[src/rtl/br_redirect_ctrl.sv]
// Branch-resolution recovery sequencer: flush, fetch redirect and predictor update queue.
// Optional performance counters are enabled with `define BR_REDIRECT_PERF_EN.
module br_redirect_ctrl #(
   parameter int unsigned ADDR_W    = 32,
   parameter int unsigned UPD_DEPTH = 4,
   parameter int unsigned FLUSH_CYC = 2
) (
   input  logic              clk,
   input  logic              rst,
   input  logic              br_val,
   input  logic              br_taken,
   input  logic              br_correct,
   input  logic [ADDR_W-1:0] br_fip,
   input  logic [ADDR_W-1:0] br_fip_p1,
   input  logic [ADDR_W-1:0] br_pc,
   output logic              stall_ex,
   output logic              flush,
   output logic              redir_val,
   output logic [ADDR_W-1:0] redir_addr,
   input  logic              redir_rdy,
   output logic              upd_val,
   output logic [ADDR_W-1:0] upd_pc,
   output logic              upd_taken,
   output logic [ADDR_W-1:0] upd_target,
   input  logic              upd_rdy
`ifdef BR_REDIRECT_PERF_EN
   ,
   output logic [31:0]       perf_br_cnt,
   output logic [31:0]       perf_misp_cnt
`endif
);

   localparam int unsigned PTR_W = $clog2(UPD_DEPTH);
   localparam int unsigned CNT_W = PTR_W + 1;
   localparam int unsigned FC_W  = $clog2(FLUSH_CYC + 1);

   typedef enum logic [1:0] {IDLE, FLUSH, REDIR} state_t;

   typedef struct packed {
      logic [ADDR_W-1:0] pc;
      logic              taken;
      logic [ADDR_W-1:0] target;
   } upd_rec_t;

   state_t            state, state_nxt;
   logic [FC_W-1:0]   fcnt, fcnt_nxt;
   logic              capture;

   upd_rec_t          mem [UPD_DEPTH];
   upd_rec_t          head;
   logic [PTR_W-1:0]  wr_ptr, rd_ptr;
   logic [CNT_W-1:0]  count;
   logic              fifo_full, fifo_empty;
   logic              accept, push, pop;

   assign fifo_full  = (count == CNT_W'(UPD_DEPTH));
   assign fifo_empty = (count == '0);
   assign stall_ex   = (state == IDLE) & fifo_full;
   // Branches seen outside IDLE are wrong-path and never enter the queue.
   assign accept     = br_val & ~stall_ex & (state == IDLE);
   assign push       = accept;
   assign pop        = upd_val & upd_rdy;

   always_comb begin
      state_nxt = state;
      fcnt_nxt  = fcnt;
      flush     = 1'b0;
      redir_val = 1'b0;
      capture   = 1'b0;
      case (state)
         IDLE: begin
            if (accept && !br_correct) begin
               state_nxt = FLUSH;
               fcnt_nxt  = FC_W'(FLUSH_CYC - 1);
               capture   = 1'b1;
            end
         end
         FLUSH: begin
            flush = 1'b1;
            if (fcnt == '0) state_nxt = REDIR;
            else            fcnt_nxt  = fcnt - 1'b1;
         end
         REDIR: begin
            redir_val = 1'b1;
            if (redir_rdy) state_nxt = IDLE;
         end
         default: state_nxt = IDLE;
      endcase
   end

   always_ff @(posedge clk or negedge rst) begin
      if (!rst) begin
         state      <= IDLE;
         fcnt       <= '0;
         redir_addr <= '0;
      end else begin
         state <= state_nxt;
         fcnt  <= fcnt_nxt;
         if (capture) redir_addr <= br_taken ? br_fip : br_fip_p1;
      end
   end

   always_ff @(posedge clk) begin
      if (push) mem[wr_ptr] <= '{pc: br_pc, taken: br_taken, target: br_fip};
   end

   always_ff @(posedge clk or negedge rst) begin
      if (!rst) begin
         wr_ptr <= '0;
         rd_ptr <= '0;
         count  <= '0;
      end else begin
         if (push) wr_ptr <= wr_ptr + 1'b1;
         if (pop)  rd_ptr <= rd_ptr + 1'b1;
         case ({push, pop})
            2'b10:   count <= count + 1'b1;
            2'b01:   count <= count - 1'b1;
            default: count <= count;
         endcase
      end
   end

   // Storage is not reset, so the head is masked while empty to keep outputs at 0.
   assign head       = mem[rd_ptr];
   assign upd_val    = ~fifo_empty;
   assign upd_pc     = fifo_empty ? '0 : head.pc;
   assign upd_taken  = fifo_empty ? 1'b0 : head.taken;
   assign upd_target = fifo_empty ? '0 : head.target;

`ifdef BR_REDIRECT_PERF_EN
   always_ff @(posedge clk or negedge rst) begin
      if (!rst) begin
         perf_br_cnt   <= '0;
         perf_misp_cnt <= '0;
      end else begin
         if (accept && perf_br_cnt != '1) perf_br_cnt <= perf_br_cnt + 1'b1;
         if (accept && !br_correct && perf_misp_cnt != '1)
            perf_misp_cnt <= perf_misp_cnt + 1'b1;
      end
   end
`endif

endmodule

[config.mk]
export PLATFORM = sky130hd
export DESIGN_NAME = br_redirect_ctrl
export DESIGN_NICKNAME = d
export VERILOG_FILES = /design/src/rtl/br_redirect_ctrl.sv
export SDC_FILE = /design/constraint.sdc
export NUM_CORES = 1
export LEC_CHECK = 0
export ABC_AREA = 1
export ABC_CLOCK_PERIOD_IN_PS = 6100
export CAP_MARGIN = 20
export CORE_MARGIN = 1.5
export CORE_UTILIZATION = 57
export DETAILED_ROUTE_END_ITERATION = 8
export GPL_TIMING_DRIVEN = 1
export PLACE_DENSITY_LB_ADDON = 0.3
export SLEW_MARGIN = 0
export SYNTH_ARGS = -nofsm -noshare
export SYNTH_HDL_FRONTEND = slang
export SYNTH_SLANG_ARGS = --single-unit
[constraint.sdc]
create_clock -name clk -period 6.1 [get_ports clk]
set_clock_uncertainty 0.05 [all_clocks]
set_input_delay 1.525 -clock clk [delete_from_list [all_inputs] [get_ports clk]]
set_output_delay 1.525 -clock clk [all_outputs]
set_load 0.02 [all_outputs]
* Word level (Yosys, flattened, before mapping) *
Memories as Yosys holds them, arrays and structs flattened.
Cells that the tools add are included.

word-level totals
  output and inout port bits = 101
  input port bits = 103
  memory bits (writable) = 260
  register bits after elaboration = 43
  memories = 1
  logic and storage cells = 53

memories
  memory  words  width  rd ports  clocked after Yosys merged registers in  wr ports  line  source
  mem     4      65     1         0                                        1         49    upd_rec_t mem [UPD_DEPTH];

cells by class
  bitwise gates (word level) = 6
  $add $sub $neg = 5
  reduce and logical (&&, ||, !) cells = 9
  eq/ne operators = 9
  multiplexer cells = 17

operator list
  operator                                                             count
  32-bit 2-to-1 mux                                                    3
  2-bit 2-to-1 mux                                                     4
  1-bit 2-to-1 mux                                                     7
  2-bit != test (second input constant)                                3
  2-bit case mux with 3 select lines                                   1
  3-bit case mux with 2 select lines                                   1
  3-bit AND reduction                                                  2
  2-bit by 1-bit adder with 2-bit output (second input constant)       2
  1-bit bitwise AND                                                    4
  2-bit by 1-bit == test with 1-bit output (second input constant)     2
  2-bit == test (second input constant)                                2
  2-bit logical NOT                                                    2
  2-bit case mux with 2 select lines                                   1
  2-bit nonzero test                                                   2
  3-bit by 1-bit adder with 3-bit output (second input constant)       1
  3-bit == test (second input constant)                                1
  3-bit logical NOT                                                    1
  3-bit by 1-bit subtractor with 3-bit output (second input constant)  1
  2-bit by 1-bit != test with 1-bit output (second input constant)     1
  1-bit inverter                                                       2
  2-bit by 1-bit subtractor with 2-bit output (second input constant)  1
  1-bit logical AND                                                    1
  1-bit logical NOT                                                    1

* Depth between registers and ports, before layout *
Gate-level depths: netlist of run 1.

  word-level depth = 8
  gate-level depth with buffers = 10
  depth with buffers taken out = 10

* Worst setup path after synthesis of run 1 *
Ideal clock, no wire load.

  path type = input-to-reg
  start = input br_val
  end = memory mem[0][0] in the netlist's numbering, enable pin
  arrival = 4.592 ns
  stages on the path = 4
  path slack = 0.969 ns
  data required time = 5.561 ns
  cell sequence = inv_1 > nor2_2 > nand2_1 > nor2_1

on the way
  longest elaborated chain between the ends = 4

RTL lines
  element                                 line  source
  from (decl)                             10    input logic br_val,
  1-bit bitwise AND (2 in a row)          60    assign accept = br_val & ~stall_ex & (state == IDLE);
  1-bit 2-to-1 mux                        104   if (push) mem[wr_ptr] <= '{pc: br_pc, taken: br_taken, target: br_fip};
  1-bit 2-to-1 mux (implied by the code)  104
  to (decl)                               49

No other way between the ends.

* Final worst setup path of run 1 *
  start = register rd_ptr[0]
  end = output upd_target[14]

on the way
  longest elaborated chain between the ends = 2

RTL lines
  element                 line  source
  from (decl)             51    logic [PTR_W-1:0] wr_ptr, rd_ptr;
  from (signal assigned)  114   if (pop) rd_ptr <= rd_ptr + 1'b1;
  memory read 4 x 65 bit  n/a
  32-bit 2-to-1 mux       128   assign upd_target = fifo_empty ? '0 : head.target;
  to (decl)               24    output logic [ADDR_W-1:0] upd_target,

No other way between the ends.

==> results of run 1 <==
flip-flops by register name (all words and copies together) (netlist names):
name and count:
count 3, mem 260, wr_ptr 2, redir_addr 32, state 2, rd_ptr 2
fcnt 2
worst reg2reg max path, stage by stage (launching register included):
cell and delay (ns):
sky130_fd_sc_hd__dfrtp_1 0.38, sky130_fd_sc_hd__inv_1 0.08, sky130_fd_sc_hd__nand2_1 0.10, sky130_fd_sc_hd__nor2_2 0.12, sky130_fd_sc_hd__nand2_1 0.34, sky130_fd_sc_hd__nor2_4 0.84, sky130_fd_sc_hd__buf_12 0.34
area by class of cell:
type                            count  area, um^2  area share
Inverter                           23        88.8     0.00580
Clock inverter                     14        75.1     0.00490
Clock buffer                       42         878      0.0573
Sequential cell                   303        8890       0.580
Tap cell                          275         344      0.0225
Timing Repair Buffer              215        2180       0.142
Multi-Input combinational cell    599        2870       0.187
final timing paths:
kind,endpoint,slack (ns),depth (start not counted)
worst max-delay path,upd_target[14],1.12,6
worst min-delay path,redir_addr[0],0.44,2
worst max register to register,mem[3][33],3.47,6
worst min register to register,redir_addr[0],0.44,2
max in group asynchronous,rd_ptr[0],4.55,2
min in group asynchronous,redir_addr[2],1.01,2
power by group through the flow:
stage | combinational (mW) | clock (mW) | sequential (mW)
CTS | 3.52 | 1.77 | 2.94
finish | 3.50 | 1.74 | 2.94
floorplan | 2.01 | 0 | 3.04
global route | 3.82 | 1.85 | 2.98
global placement | 3.43 | 0 | 2.96
detailed placement | 3.50 | 0 | 2.98
logic make-up (layout without fill, tap and decap cells):
family,Yosys count,after routing,share of synthesized area
DFF,303,303,0.730
xor gates and xnor gates,3,3,0.00216
AOI/OAI and AO/OA,233,233,0.0959
muxes,32,32,0.0263
buffers and inverters,84,294,0.0369
and+or+nand+nor,324,324,0.101
adders and majority gates,7,7,0.00781
through the flow:
stage,util,worst slack [ns],power [mW],cells
after floorplan,-,0.969,5.05,986
after detailed placement,0.685,1.61,6.48,1414
final,0.731,1.12,8.18,1471
after global placement,0.685,1.64,6.39,1414
after CTS,0.730,1.01,8.23,1470
after global routing,0.731,0.909,8.65,1471
per-layer routing:
| layer | share of wire | up-vias | track usage |
|---|---|---|---|
| met5 | 0 | - | 0 |
| met4 | 0.016 | 0 | 0.0634 |
| met3 | 0.066 | 31 | 0.0453 |
| met2 | 0.50 | 275 | 0.409 |
| met1 | 0.42 | 3887 | 0.325 |
| li1 | - | 3823 | - |
cells in the final DEF, fill, tap and decap left out, drive strengths merged:
master,n
clkdlybuf4s50,201
nor2,274
dfrtp,43
clkinvlp,3
mux2i,32
xor2,2
nand3,3
o21ai,165
xnor2,1
clkbuf,42
o22ai,1
fa,1
ha,6
nand2,47
a21oi,67
edfxtp,260
buf,14
clkinv,11
inv,23
==> impl_table.tex, run 1 <==
\begin{tabular}{lr}
\hline
Metric & Value \\
\hline
\multicolumn{2}{l}{\textbf{Pwr}} \\
\quad Switching Fraction & 0.371 \\
\quad Power density of the placed cells & 534 nW/um\^{}2 \\
\quad Reported leakage power & 5.48 nW \\
\quad Design internal power & 5.15 mW \\
\quad VDD IR max & 0.380 mV \\
\quad Net switching power & 3.04 mW \\
\quad Logic gate share of total power & 0.428 \\
\quad Clock network power share & 0.212 \\
\quad Sequential fraction of design power & 0.360 \\
\multicolumn{2}{l}{\textbf{Floorplanning}} \\
\quad Area of the die & 22,200 um\^{}2 \\
\quad Die Ht & 149 um \\
\quad Initial Utilization & 0.581 \\
\quad Number of I/O pins & 204 \\
\quad Area of the placeable core & 21,000 um\^{}2 \\
\quad Row count & 53 \\
\quad Overall die width & 149 um \\
\multicolumn{2}{l}{\textbf{Routing}} \\
\quad Starting DRT DRC Count & 505 \\
\quad \# DRC & 0 \\
\quad Number of detailed-route iterations in the first pass & 5 \\
\quad ANT nets after route & 0 \\
\quad Average routed wire per standard cell & 17.9 um \\
\quad Routed via count & 8,016 \\
\quad Post-detailed-route via-to-cell ratio & 5.45 \\
\quad Final Routed Wirelength & 26,300 um \\
\multicolumn{2}{l}{\textbf{Global route}} \\
\quad First-pass GRT wire length & 41,200 um \\
\quad Total GRT Usage & 0.242 \\
\quad Antenna violations before repair & 0 \\
\quad Pin count of the biggest net entering global routing & 115 \\
\quad Vias in the first global route & 7,946 \\
\quad Overflow after GRT & 0 \\
\multicolumn{2}{l}{\textbf{Worst setup path}} \\
\quad Capturing element type of the critical path & output port \\
\quad Type of element launching the critical path & flop \\
\quad Cell seen most often among critical-path stages & sky130\_fd\_sc\_hd\_\_nor2\_1 \\
\quad RR Startpoint & state[0] \\
\quad Required time of the critical path & 4.53 ns \\
\quad Peak per-stage delay on the critical path & 0.91 ns \\
\quad Worst Setup SP & rd\_ptr[0] \\
\quad Class of the most critical setup path & reg2out \\
\quad Slowest cell on the critical path & sky130\_fd\_sc\_hd\_\_dfrtp\_4 \\
\quad Crit path DAT & 3.41 ns \\
\quad Cell-by-cell listing of the critical path & buf\_4 > nor2\_1 > nor2\_1 > o21ai\_0 > a21oi\_1 > clkdlybuf4s50\_1 \\
\quad Cell family contributing the most delay on the critical path & buffers and inverters \\
\quad Highest fanout seen on the critical path & 68 \\
\quad CP Buf/Inv Count & 2 \\
\multicolumn{2}{l}{\textbf{Yosys}} \\
\quad Count of cell types in the netlist & 25 \\
\quad Most area-consuming cells after synthesis & sky130\_fd\_sc\_hd\_\_edfxtp\_1, sky130\_fd\_sc\_hd\_\_dfrtp\_1, sky130\_fd\_sc\_hd\_\_nor2\_1 \\
\quad Synth Warn \# & 0 \\
\quad Sequential-to-total area share from yosys stat & 0.730 \\
\quad Average instance area after synthesis & 12.3 um\^{}2 \\
\quad EDFF count, synth & 260 \\
\quad Cell count after synthesis & 986 \\
\quad Top flip-flop cell by instance count after synthesis & sky130\_fd\_sc\_hd\_\_edfxtp\_1 \\
\quad Fraction of post-synthesis cell area in the top cell type by area & 0.641 \\
\quad Most common cell in the netlist & sky130\_fd\_sc\_hd\_\_nor2\_1 \\
\quad Total of flip-flops plus latches after synthesis & 303 \\
\quad Syn Nets & 1,096 \\
\quad Yosys top cell by area & sky130\_fd\_sc\_hd\_\_edfxtp\_1 \\
\quad FFs w/ async S/R, synth & 0.142 \\
\quad Leading post-synthesis cells by instance count & sky130\_fd\_sc\_hd\_\_nor2\_1, sky130\_fd\_sc\_hd\_\_edfxtp\_1, sky130\_fd\_sc\_hd\_\_o21ai\_1 \\
\quad Area of the mapped netlist & 12,200 um\^{}2 \\
\multicolumn{2}{l}{\textbf{CTS}} \\
\quad Number of buffers on the longest clock path & 3 \\
\quad CTS tree & built \\
\quad Count of hold-fix buffers inserted at cts & 0 \\
\quad Clock network latency to the later pin of the worst-skew pair & 0.54 ns \\
\quad Total of cells resized after clock tree synthesis & 0 \\
\quad Clk pin slew, worst setup/hold paths & 0.06 ns \\
\quad Post-CTS repair timing setup buffer count & 0 \\
\quad Number of levels in the clock H-tree & 1 \\
\quad Number of sinks on the clock net & 303 \\
\quad CTS Buf Count & 30 \\
\quad Master cell of the clock root buffer & sky130\_fd\_sc\_hd\_\_clkbuf\_16 \\
\multicolumn{2}{l}{\textbf{Hold path}} \\
\quad Worst Hold Class & reg2reg \\
\quad Min-delay src & redir\_addr[0] \\
\multicolumn{2}{l}{\textbf{Timing}} \\
\quad Number of max-slew violations in the final report & 0 \\
\quad Count of final hold-check violations & 0 \\
\quad Post-layout minimum cycle time & 4.98 ns \\
\quad Fin Setup TNS & 0 ns \\
\quad Achievable clock frequency & 0.201 GHz \\
\quad Number of setup violations in the final report & 0 \\
\quad Hold slack & 0.441 ns \\
\quad Crit share post-route & 0.817 \\
\quad Headroom to the max-slew limit & 0.290 \\
\quad Least-Margin Pin Slew & 1.07 ns \\
\quad Setup repair after global routing missed its margin & false \\
\multicolumn{2}{l}{\textbf{Place}} \\
\quad Area after detailed placement & 14,300 um\^{}2 \\
\quad Detail Placement HPWL & 15,300 um \\
\quad Buffers on Ports & 203 \\
\quad Final weighted congestion of routability-driven global placement & 0.761 \\
\multicolumn{2}{l}{\textbf{Finish}} \\
\quad Net count, final & 1,282 \\
\quad \# diodes & 0 \\
\quad Signed area change from the synthesized netlist to the final layout & 25.9\% \\
\quad Filler cell count in the final layout & 1,399 \\
\quad Fraction of final layout cells with drive strength greater than 1 & 0.0619 \\
\quad Final non-filler cell area & 15,300 um\^{}2 \\
\multicolumn{2}{l}{\textbf{Status}} \\
\quad Run status & complete, no violations \\
\multicolumn{2}{l}{\textbf{Job}} \\
\quad Number of maximum-capacitance violations & 0 \\
\hline
\end{tabular}
No activity file was read; power rests on OpenSTA's default activity.
==> run 2: changes to the inputs <==
--- a/config.mk
+++ b/config.mk
@@ -6,10 +6,10 @@
 export NUM_CORES = 1
 export LEC_CHECK = 0
 export ABC_AREA = 1
-export ABC_CLOCK_PERIOD_IN_PS = 6100
+export ABC_CLOCK_PERIOD_IN_PS = 5150
 export CAP_MARGIN = 20
 export CORE_MARGIN = 1.5
-export CORE_UTILIZATION = 57
+export CORE_UTILIZATION = 53
 export DETAILED_ROUTE_END_ITERATION = 8
 export GPL_TIMING_DRIVEN = 1
 export PLACE_DENSITY_LB_ADDON = 0.3
==> constraint.sdc (replaced) <==
create_clock -name clk -period 5.15 [get_ports clk]
set_clock_uncertainty 0.05 [all_clocks]
set_input_delay 1.2875 -clock clk [delete_from_list [all_inputs] [get_ports clk]]
set_output_delay 1.2875 -clock clk [all_outputs]
set_load 0.02 [all_outputs]
==> run 2 against run 1 <==
Effect of this change: global-route usage fell by 1.1 points; power rose by 21%; final cell count rose by 0.88%; die area rose by 7.4%; setup slack got worse by 0.23 ns; critical endpoint is now upd_target[31]; largest power group unchanged; highest routed layer unchanged.
==> impl_table.tex, run 2 (synthesis gave the netlist of run 1 again) <==
\begin{tabular}{lr}
\hline
Metric & Value \\
\hline
\multicolumn{2}{l}{\textbf{Worst setup path}} \\
\quad Highest fanout seen on the critical path & 50 (-26\%) \\
\quad Class of the most critical setup path & reg2out \\
\quad Type of element launching the critical path & flop \\
\quad Required time of the critical path & 3.81 ns (-0.72 ns) \\
\quad Worst Setup SP & rd\_ptr[0] \\
\quad Peak per-stage delay on the critical path & 0.65 ns (-0.26 ns) \\
\quad Capturing element type of the critical path & output port \\
\quad Slowest cell on the critical path & sky130\_fd\_sc\_hd\_\_clkdlybuf4s50\_1 \\
\quad R2r worst-path depth & 6 (unchanged) \\
\quad Crit path DAT & 2.92 ns (-0.49 ns) \\
\quad Cell-by-cell listing of the critical path & inv\_4 > buf\_4 > o21ai\_0 > a21oi\_1 > clkdlybuf4s50\_1 \\
\quad RR Startpoint & state[1] \\
\multicolumn{2}{l}{\textbf{Timing}} \\
\quad Headroom to the max-slew limit & 0.264 (-0.0261) \\
\quad Crit share post-route & 0.827 \\
\quad Number of max-slew violations in the final report & 0 (unchanged) \\
\quad Achievable clock frequency & 0.235 GHz \\
\quad Number of setup violations in the final report & 0 (unchanged) \\
\quad Fin Setup TNS & 0 ns (unchanged) \\
\quad Setup repair after global routing missed its margin & false \\
\quad Count of final hold-check violations & 0 (unchanged) \\
\quad Least-Margin Pin Slew & 1.10 ns (+0.0392 ns) \\
\quad Post-layout minimum cycle time & 4.26 ns \\
\multicolumn{2}{l}{\textbf{Routing}} \\
\quad ANT nets after route & 0 (unchanged) \\
\quad \# DRC & 0 (unchanged) \\
\quad Starting DRT DRC Count & 578 (+14\%) \\
\quad Final Routed Wirelength & 27,000 um (+2.7\%) \\
\quad Number of detailed-route iterations in the first pass & 5 (unchanged) \\
\quad Post-detailed-route via-to-cell ratio & 5.42 (-0.58\%) \\
\quad Average routed wire per standard cell & 18.2 um (+1.8\%) \\
\quad Routed via count & 8,040 (+0.30\%) \\
\multicolumn{2}{l}{\textbf{Place}} \\
\quad Buffers on Ports & 203 (unchanged) \\
\quad Detail Placement HPWL & 15,900 um (+4.0\%) \\
\quad Placed insts & 1,431 (+1.2\%) \\
\quad Final weighted congestion of routability-driven global placement & 0.784 (+3.1\%) \\
\multicolumn{2}{l}{\textbf{CTS}} \\
\quad Total of cells resized after clock tree synthesis & 0 (unchanged) \\
\quad Number of sinks on the clock net & 303 (unchanged) \\
\quad CTS tree & built \\
\quad Clk pin slew, worst setup/hold paths & 0.06 ns (about the same) \\
\quad CTS Buf Count & 29 (-3.3\%) \\
\quad Master cell of the clock root buffer & sky130\_fd\_sc\_hd\_\_clkbuf\_16 \\
\quad Post-CTS repair timing setup buffer count & 0 (unchanged) \\
\quad Count of hold-fix buffers inserted at cts & 0 (unchanged) \\
\quad Number of levels in the clock H-tree & 1 (unchanged) \\
\quad Number of buffers on the longest clock path & 3 (unchanged) \\
\quad Clock network latency to the later pin of the worst-skew pair & 0.53 ns (about the same) \\
\multicolumn{2}{l}{\textbf{Finish}} \\
\quad Fraction of final layout cells with drive strength greater than 1 & 0.0642 (+0.00235) \\
\quad Signed area change from the synthesized netlist to the final layout & 26.7\% \\
\quad Sequential standard cell area & 8890 um\^{}2 (unchanged) \\
\quad Top library cells by usage in the layout, fill and taps aside & sky130\_fd\_sc\_hd\_\_nor2\_1, sky130\_fd\_sc\_hd\_\_edfxtp\_1, sky130\_fd\_sc\_hd\_\_clkdlybuf4s50\_1, sky130\_fd\_sc\_hd\_\_o21ai\_1, sky130\_fd\_sc\_hd\_\_a21oi\_1 \\
\quad \# diodes & 0 (unchanged) \\
\quad Area of the multi-input gates & 2870 um\^{}2 (unchanged) \\
\quad Top reg by flops & mem \\
\quad Leading cell type in the layout, fill and taps excluded & sky130\_fd\_sc\_hd\_\_nor2\_1 \\
\quad Filler cell count in the final layout & 1,629 (+16\%) \\
\quad Top Registers & mem x260, redir\_addr x32, count x3 \\
\quad Final cell count without fillers & 1,484 (+0.88\%) \\
\quad Largest register FFs & 260 (unchanged) \\
\quad Net count, final & 1,287 (+0.39\%) \\
\multicolumn{2}{l}{\textbf{Pwr}} \\
\quad Power density of the placed cells & 642 nW/um\^{}2 (+20\%) \\
\quad VDD IR max & 0.419 mV (+10\%) \\
\quad Reported leakage power & 5.53 nW (+0.94\%) \\
\multicolumn{2}{l}{\textbf{Global route}} \\
\quad First-pass GRT wire length & 43,100 um (+4.6\%) \\
\quad Antenna violations before repair & 0 (unchanged) \\
\quad Vias in the first global route & 8,213 (+3.4\%) \\
\quad Overflow after GRT & 0 (unchanged) \\
\quad Pin count of the biggest net entering global routing & 72 (-37\%) \\
\quad Total GRT Usage & 0.231 (-0.0108) \\
\multicolumn{2}{l}{\textbf{Floorplanning}} \\
\quad Number of I/O pins & 204 (unchanged) \\
\quad Die Ht & 155 um (+3.6\%) \\
\quad Area of the placeable core & 22,600 um\^{}2 (+7.7\%) \\
\quad Row count & 55 (+3.8\%) \\
\quad Initial Utilization & 0.539 (-0.0416) \\
\quad Overall die width & 155 um (+3.6\%) \\
\quad Area of the die & 23,900 um\^{}2 (+7.4\%) \\
\multicolumn{2}{l}{\textbf{Hold path}} \\
\quad Cell depth of the worst hold path & 2 (unchanged) \\
\quad Worst Hold Class & reg2reg \\
\quad Min-delay src & redir\_addr[19] \\
\multicolumn{2}{l}{\textbf{Job}} \\
\quad Number of maximum-capacitance violations & 0 (unchanged) \\
\multicolumn{2}{l}{\textbf{Status}} \\
\quad Run status & complete, no violations \\
\hline
\end{tabular}
-- run 2: layout make-up --
cell class                 instances  area share
inverter                          23     0.00576
timing repair buffer             221       0.143
clock inverter                    15      0.0146
clock buffer                      38      0.0512
tap                              285      0.0231
multi-input combinational        599       0.186
sequential                       303       0.576
-- run 2: path summary, 6_finish.rpt --
kind | end | slack (ns)
min | redir_addr[19] | 0.44
min reg2reg | redir_addr[19] | 0.44
max in group asynchronous | rd_ptr[0] | 3.82
max | upd_target[31] | 0.89
max reg2reg | mem[2][16] | 2.70
min in group asynchronous | redir_addr[9] | 0.78
-- run 2: worst max-delay path, delay by kind of cell (launching register included) --
family	cells	cell delay, ns
AOI/OAI and AO/OA	2	0.39
buffers and inverters	3	1.49
DFF	1	0.49
-- run 2: routing by layer --
| layer | vias up | part of all wire | track usage |
|---|---|---|---|
| met5 | - | 0 | 0 |
| met3 | 53 | 0.062 | 0.0350 |
| met2 | 268 | 0.49 | 0.391 |
| li1 | 3828 | - | - |
| met4 | 0 | 0.023 | 0.0746 |
| met1 | 3891 | 0.42 | 0.310 |
-- run 2: metrics by stage --
| step | hold slack, ns | worst slack, ns | total power, mW | util | cell area, um^2 |
|---|---|---|---|---|---|
| 6_report | 0.440 | 0.889 | 9.91 | 0.683 | 15400 |
| 5_1_grt | 0.468 | 0.698 | 10.5 | 0.683 | 15400 |
| 4_1_cts | 0.444 | 0.836 | 9.99 | 0.683 | 15400 |
| 3_5_place_dp | 0.428 | 1.39 | 7.73 | 0.638 | 14400 |
| 3_3_place_gp | 0.421 | 1.45 | 7.65 | 0.638 | 14400 |
| 2_1_floorplan | 0.426 | 0.257 | 5.98 | - | 12200 |
-- run 2: report_power, final --
part / switching [mW] / internal [mW]
Clock: 0.851 / 1.37
Sequential: 0.170 / 3.24
Combinational: 2.59 / 1.68
